--- src/rtl/rx_lane_sync_ctrl.sv ---
// Two-lane receive link bring-up: per-lane comma lock, lane-to-lane
// slot alignment check, and comma-stripped forwarding to the packers.
module rx_lane_sync_ctrl #(
    parameter logic [7:0]  COMMA      = 8'hBC,
    parameter int unsigned LOCK_COUNT = 4,
    parameter int unsigned LOSS_COUNT = 3
) (
    input  logic       clk_4f,
    input  logic       reset,
    input  logic [7:0] data_in0,
    input  logic       valid_in0,
    input  logic [7:0] data_in1,
    input  logic       valid_in1,
    output logic [1:0] lock,
    output logic       active,
    output logic       skew_err,
    output logic [7:0] data_out0,
    output logic       valid_out0,
    output logic [7:0] data_out1,
    output logic       valid_out1
);

    localparam logic [3:0] LOCK_LAST = 4'(LOCK_COUNT - 1);
    localparam logic [3:0] LOSS_LAST = 4'(LOSS_COUNT - 1);

    typedef enum logic {
        L_HUNT,
        L_LOCKED
    } lane_t;

    typedef enum logic [1:0] {
        G_WAIT,
        G_ALIGN,
        G_ACTIVE
    } glob_t;

    logic [7:0] din   [2];
    logic       vin   [2];
    logic       dv    [2];
    lane_t      lane_q[2];
    lane_t      lane_d[2];
    logic [3:0] cnt_q [2];
    logic [3:0] cnt_d [2];
    logic [3:0] err_q [2];
    logic [3:0] err_d [2];
    logic [1:0] lock_nxt;
    logic       drop;
    glob_t      g_q;
    glob_t      g_d;
    logic       fwd;
    logic       skew_set;

    assign din[0] = data_in0;
    assign din[1] = data_in1;
    assign vin[0] = valid_in0;
    assign vin[1] = valid_in1;
    assign dv[0]  = valid_in0 && (data_in0 != COMMA);
    assign dv[1]  = valid_in1 && (data_in1 != COMMA);

    // Lane FSMs: state register
    always_ff @(posedge clk_4f or posedge reset) begin
        if (reset) begin
            for (int n = 0; n < 2; n++) begin
                lane_q[n] <= L_HUNT;
                cnt_q[n]  <= '0;
                err_q[n]  <= '0;
            end
        end else begin
            for (int n = 0; n < 2; n++) begin
                lane_q[n] <= lane_d[n];
                cnt_q[n]  <= cnt_d[n];
                err_q[n]  <= err_d[n];
            end
        end
    end

    // Lane FSMs: next state
    always_comb begin
        for (int n = 0; n < 2; n++) begin
            lane_d[n] = lane_q[n];
            cnt_d[n]  = cnt_q[n];
            err_d[n]  = err_q[n];
            unique case (lane_q[n])
                L_HUNT: begin
                    if (vin[n] && din[n] == COMMA) begin
                        if (cnt_q[n] == LOCK_LAST) begin
                            lane_d[n] = L_LOCKED;
                            cnt_d[n]  = '0;
                            err_d[n]  = '0;
                        end else begin
                            cnt_d[n] = cnt_q[n] + 4'd1;
                        end
                    end else if (vin[n]) begin
                        cnt_d[n] = '0;
                    end
                end
                L_LOCKED: begin
                    if (!vin[n]) begin
                        if (err_q[n] == LOSS_LAST) begin
                            lane_d[n] = L_HUNT;
                            cnt_d[n]  = '0;
                            err_d[n]  = '0;
                        end else begin
                            err_d[n] = err_q[n] + 4'd1;
                        end
                    end else begin
                        err_d[n] = '0;
                    end
                end
            endcase
        end
    end

    // Lane FSMs: outputs
    always_comb begin
        lock     = '0;
        lock_nxt = '0;
        for (int n = 0; n < 2; n++) begin
            lock[n]     = (lane_q[n] == L_LOCKED);
            lock_nxt[n] = (lane_d[n] == L_LOCKED);
        end
    end

    // A lock lost on this edge must win over any alignment decision
    assign drop = !(&lock_nxt);

    // Global FSM: state register
    always_ff @(posedge clk_4f or posedge reset) begin
        if (reset) begin
            g_q <= G_WAIT;
        end else begin
            g_q <= g_d;
        end
    end

    // Global FSM: next state
    always_comb begin
        g_d = g_q;
        unique case (g_q)
            G_WAIT: begin
                if (&lock) begin
                    g_d = G_ALIGN;
                end
            end
            G_ALIGN: begin
                if (drop) begin
                    g_d = G_WAIT;
                end else if (dv[0] && dv[1]) begin
                    g_d = G_ACTIVE;
                end else if (dv[0] != dv[1]) begin
                    g_d = G_WAIT;
                end
            end
            G_ACTIVE: begin
                if (drop) begin
                    g_d = G_WAIT;
                end
            end
            default: g_d = G_WAIT;
        endcase
    end

    // Global FSM: outputs
    always_comb begin
        fwd      = 1'b0;
        skew_set = 1'b0;
        unique case (g_q)
            G_ALIGN: begin
                fwd      = !drop && dv[0] && dv[1];
                skew_set = !drop && (dv[0] != dv[1]);
            end
            G_ACTIVE: begin
                fwd = !drop;
            end
            default: begin
                fwd      = 1'b0;
                skew_set = 1'b0;
            end
        endcase
    end

    assign active = (g_q == G_ACTIVE);

    always_ff @(posedge clk_4f or posedge reset) begin
        if (reset) begin
            data_out0  <= '0;
            data_out1  <= '0;
            valid_out0 <= 1'b0;
            valid_out1 <= 1'b0;
            skew_err   <= 1'b0;
        end else begin
            data_out0  <= data_in0;
            data_out1  <= data_in1;
            valid_out0 <= fwd && dv[0];
            valid_out1 <= fwd && dv[1];
            skew_err   <= skew_set;
        end
    end

endmodule

--- config.mk ---
export PLATFORM = sky130hd
export DESIGN_NAME = rx_lane_sync_ctrl
export DESIGN_NICKNAME = d
export VERILOG_FILES = /design/src/rtl/rx_lane_sync_ctrl.sv
export SDC_FILE = /design/constraint.sdc
export NUM_CORES = 1
export LEC_CHECK = 0
export BUFFER_PORTS_ARGS = -buffer_cell sky130_fd_sc_hd__buf_2
export CORE_ASPECT_RATIO = 1.25
export CORE_MARGIN = 2
export CORE_UTILIZATION = 56
export DETAILED_ROUTE_END_ITERATION = 10
export PLACE_DENSITY = 0.8
export REMOVE_ABC_BUFFERS = 1
export SLEW_MARGIN = 20
export SYNTH_ARGS = -nofsm -noshare
export SYNTH_HDL_FRONTEND = slang
export SYNTH_SLANG_ARGS = --single-unit
--- constraint.sdc ---
create_clock -name clk_4f -period 3.4 [get_ports clk_4f]
set_input_delay 0.17 -clock clk_4f [delete_from_list [all_inputs] [get_ports clk_4f]]
set_output_delay 0.17 -clock clk_4f [all_outputs]
set_load 0.02 [all_outputs]
# Yosys cells after proc, flatten, opt, wreduce, memory -nomap -nowiden
# Cells that the tools add are included.
[totals] regBits=39 wordCells=100 out_inout_bits=22
[op_classes] n_bitwise=2 eq_ne=24 addsub=4 mux=40 reduce_logical=18
[ops] operator="$mux 4" n=18
[ops] operator="$pmux 4 s2" n=4
[ops] operator="$add 4x1->4 const B" n=4
[ops] operator="$eq 4x2->1 const B" n=4
[ops] operator="$eq 8x8->1 const B" n=2
[ops] operator="$ne 2x2->1 const B" n=8
[ops] operator="$ne 8x8->1 const B" n=2
[ops] operator="$logic_and 1x1->1" n=10
[ops] operator="$mux 2" n=5
[ops] operator="$mux 1" n=9
[ops] operator="$reduce_and 3->1" n=3
[ops] operator="$reduce_and 2->1" n=4
[ops] operator="$ne 3x3->1 const B" n=2
[ops] operator="$pmux 1 s2" n=3
[ops] operator="$pmux 2 s3" n=1
[ops] operator="$ne 2x1->1 const B" n=2
[ops] operator="$ne 4x4->1 const B" n=1
[ops] operator="$eq 2x1->1 const B" n=1
[ops] operator="$eq 2x2->1 const B" n=1
[ops] operator="$logic_not 2->1" n=1
[ops] operator="$not 1->1" n=2
[ops] operator="$ne 1x1->1" n=1

# Logic depth before layout (Yosys ltp)
[depth] depth_word=9 ltp_mapped=7 depth_no_buf=7

# Worst setup path before layout
# OpenSTA, ideal clock, no wires.
[synth_path] kind="register to register" start="reg err_q[0] (netlist name)" end="reg g_q[0]" path_stages_with_launch=8 setup_ns=0.119 slack_ns=1.732 t_arrival_ns=1.549 cell_sequence="dfrtp_1 inv_1 ha_1 or3b_1 a21oi_2 nor4_4 a21oi_1 o21ba_1"
[synth_via] elab_chain_len=7
[synth_lines] element="start, declared" line_no="44" rtl="logic [3:0] err_q [2];"
[synth_lines] element="start signal, assigned by index" line_no="72" rtl="err_q[n] <= err_d[n];"
[synth_lines] element="$eq 4x2->1 (*)" line_no="99" rtl="if (err_q[n] == LOSS_LAST) begin"
[synth_lines] element="$mux 1 (*)" line_no="99"
[synth_lines] element="$mux 1 (*)" line_no="98" rtl="if (!vin[n]) begin"
[synth_lines] element="$pmux 1 s2 (*)" line_no="83" rtl="unique case (lane_q[n])"
[synth_lines] element="$reduce_and 2->1 (*)" line_no="125" rtl="assign drop = !(&lock_nxt);"
[synth_lines] element="$ne 4x4->1 (no source line) (tied with other cells)"
[synth_lines] element="$reduce_and 3->1 (no source line) or $pmux 2 s3 (tied branches)"
[synth_lines] element="end signal, assigned" line_no="132" rtl="g_q <= g_d;"
[synth_lines] element="end, declared" line_no="48" rtl="glob_t g_q;"
# Mark *: on every way between the ends. The rest lies on a longest branch, timed or not.
# A chain may end at the register's enable or synchronous reset.

# Worst setup path after layout
[layout_path] start="in data_in0[5]" end="reg g_q[0]"
[layout_via] elab_chain_len=7
[layout_lines] element="start, declared" line_no="10" rtl="input logic [7:0] data_in0,"
[layout_lines] element="$eq 8x8->1" line_no="85" rtl="if (vin[n] && din[n] == COMMA) begin"
[layout_lines] element="$logic_and 1x1->1" line_no="85"
[layout_lines] element="$mux 1" line_no="85"
[layout_lines] element="$pmux 1 s2" line_no="83"
[layout_lines] element="$reduce_and 2->1" line_no="125"
[layout_lines] element="$ne 4x4->1 (no source line) (tied with other cells)"
[layout_lines] element="$reduce_and 3->1 (no source line) or $pmux 2 s3 (tied branches)"
# Parallel ways exist; a longest one is shown, timed or not.

==> run summary <==
Synthesis
- Mean Syn Cell Area: 11.73 sq um
- total of warnings raised by yosys: 0
- Area contributors post-synth: sky130_fd_sc_hd__dfrtp_1, sky130_fd_sc_hd__ha_1, sky130_fd_sc_hd__o21ai_0
- ys async rst share: 100.0%
- number of synthesized flops with an enable pin: 0
- cell type with the highest aggregate area in the netlist: sky130_fd_sc_hd__dfrtp_1
- Synth top area share: 55.83%
- flip-flop and latch count after synthesis: 39
- synthesized instance count: 149
- post-synthesis cell type count: 32
- cell area after technology mapping: 1748 sq um
- Primary FF master, synth: sky130_fd_sc_hd__dfrtp_1
- part of the Yosys area used for sequential elements: 55.83%

Critical path
- Critical Path End Type: flop
- depth of the worst register-to-register path: 6
- arrival time of the worst setup path: 2.34 ns
- CP Max Fanout: 3
- Crit path required time: 3.66 ns
- Critical Path Source Type: primary input
- startpoint-to-endpoint class of the critical path: in2reg

Clocking
- root cell of the clock tree: sky130_fd_sc_hd__clkbuf_4
- CTS tree: yes
- Max Buffers Root-to-Sink: 2
- Setup Fix Bufs, Post-CTS: 0
- clock buffer count from CTS: 5
- H-tree lvl count: 2
- total number of clock tree sinks: 39
- Reg clk slew, reported paths: 0.12 ns
- clock network latency to the later pin of the worst-skew pair: 0.35 ns

Power
- sequential share of power: 53.7%
- part of the power in the clock network: 37.6%
- peak ir drop on the vdd network: 384.5 uV
- Combinational Power Share: 8.7%
- static leakage: 1.113 nW
- switching component of the power: 0.0002060 W
- switching portion of total power: 23.23%
- Internal Dissipation: 0.0006808 W
- power density normalized to cell area: 392.7 nW/um^2

Layout
- commonest cells after routing, fill and taps aside: sky130_fd_sc_hd__buf_2, sky130_fd_sc_hd__dfrtp_1, sky130_fd_sc_hd__dlygate4sd3_1
- final core utilization: 76.68%
- final cell area excluding filler cells: 2258 sq um
- commonest non-fill, non-tap cell in the layout: sky130_fd_sc_hd__buf_2
- antenna cell count: 0
- layout cell share with drive strength beyond 1: 27.91%
- Filler Cell Count: 181
- layout overhead on the synthesized area: 29.21%
- post-layout net count: 244

Die
- initial core utilization: 59.35%
- Boundary Pins: 42
- die outline area: 3587 sq um
- Core Footprint: 2945 sq um
- number of core rows: 22
- chip width: 53.97 microns
- Die H: 66.47 microns

GRT
- busiest metal layer after global routing: met2
- largest net degree at the start of global routing: 40
- first-pass GRT wire length: 6348 microns
- GR Util met3: 6.502%
- M1 GR Usage: 27.06%
- Remaining Overflow, GRT: 0
- total global routing track utilization: 25.22%
- vias in the first global route: 1410
- met2 Use GR: 44.82%
- antenna violations before repair: 0

Route
- count of vias placed by the detailed router: 1415
- DRC marker count from the first detailed-route iteration: 38
- final routed wirelength across all metal layers: 4112 microns
- drc violations: 0
- Wirelength per Cell: 16.38 microns
- final antenna-violating net count: 0
- Pre-Repair DR Iteration Count: 4
- drt via density: 5.637

Place
- post-placement setup slack: 1.489 ns
- gp weighted congestion: 0.8330
- number of port buffers: 41
- DP Wirelength: 2698 microns
- cell area after placement: 2002 sq um

STA
- Fmax: 479.2 MHz
- shortest period the worst path allows: 2.087 ns
- setup repair after global routing missed its margin: no
- Setup Viol. Count Final: 0
- smallest hold slack: 0.1635 ns
- Final Hold Vio Count: 0
- transition at the pin with the smallest max-transition slack: 0.4802 ns
- Final Cycle Share: 61.38%
- final number of max-transition violations: 0
- accumulated negative setup slack: 0 ns
- Final WS setup: 1.313 ns
- Relative slew margins: 67.99%
- clock skew: 0.002346 ns

Outcome
- status: finished, final reports clean

Min path
- Min-Delay Path Depth: 3
- class of the most critical hold timing path: in2reg

Job
- reported max-cap violation count: 0

worst max-delay path, stage by stage:
cell,delay (ns)
sky130_fd_sc_hd__dlygate4sd3_1,0.54
sky130_fd_sc_hd__buf_2,0.14
sky130_fd_sc_hd__and4b_1,0.25
sky130_fd_sc_hd__a21boi_0,0.37
sky130_fd_sc_hd__ha_1,0.32
sky130_fd_sc_hd__nor3b_1,0.16
sky130_fd_sc_hd__or2_2,0.15
sky130_fd_sc_hd__a21boi_1,0.07
sky130_fd_sc_hd__o21ba_1,0.18
sequential cells by signal, indices dropped and copies added, names as in the netlist:
| signal | cells |
|---|---|
| g_q | 2 |
| cnt_q | 8 |
| valid_out0 | 1 |
| err_q | 8 |
| valid_out1 | 1 |
| data_out0 | 8 |
| lock | 2 |
| skew_err | 1 |
| data_out1 | 8 |
cell families after synthesis:
kind of cell	Yosys count	share of synthesized area (%)
and+or+nand+nor	55	20.33
DFF	39	55.83
AOI/OAI and AO/OA	37	14.96
adders and majority gates	10	7.158
buffers and inverters	8	1.718
final timing paths:
check	slack, ns	startpoint	end
worst min-delay path	0.16	valid_in1	lock[1]$_DFF_PP0_
max in group asynchronous	2.61	reset	cnt_q[4]$_DFFE_PP0P_
min in group asynchronous	0.45	reset	data_out1[5]$_DFF_PP0_
worst max-delay path	1.31	data_in0[5]	g_q[0]$_DFFE_PP0P_
worst max register to register	1.50	cnt_q[0]$_DFFE_PP0P_	g_q[0]$_DFFE_PP0P_
worst min register to register	0.51	err_q[7]$_DFFE_PP0P_	err_q[7]$_DFFE_PP0P_
layout make-up:
cell class / instances / area [sq um] / share of cell area (%)
sequential: 39 / 975.9 / 43.21
multi-input combinational: 102 / 742.0 / 32.85
timing repair buffer: 59 / 382.9 / 16.95
clock buffer: 6 / 51.30 / 2.271
tap: 36 / 45.04 / 1.994
clock inverter: 2 / 35.03 / 1.551
inverter: 7 / 26.28 / 1.163
power by group through the flow:
stage | sequential (W) | combinational (W) | clock (W)
CTS | 0.000476 | 0.0000762 | 0.000328
detailed placement | 0.000485 | 0.0000609 | 0
global route | 0.000477 | 0.0000836 | 0.000351
finish | 0.000476 | 0.0000772 | 0.000334
floorplan | 0.000498 | 0.0000176 | 0
global placement | 0.000484 | 0.0000583 | 0
synthesized netlist by cell type, drive strengths merged, types with 5 or more instances:
cell,instances
nand2,12
o21ai,13
a21oi,5
inv,7
ha,10
nor3b,5
nor2b,5
nor2,10
and3,5
nand3,7
dfrtp,39
repair_timing:
action,in CTS,in global routing
hold buffers,17,0
gates resized for setup,0,0
hold endpoints to repair,55,0
endpoints found under the setup margin,0,0
routing by layer:
layer,share of wire (%),vias up
li1,-,671
met1,39,672
met2,53,62
met3,6.7,10
met4,1.9,0
met5,0,-
through the flow:
stage	cells	power, W
finish	251	0.0008869
global route	251	0.0009122
CTS	251	0.0008798
detailed placement	226	0.0005460
global placement	226	0.0005426
floorplan	148	0.0005155
(Power assumes the default switching activity.)
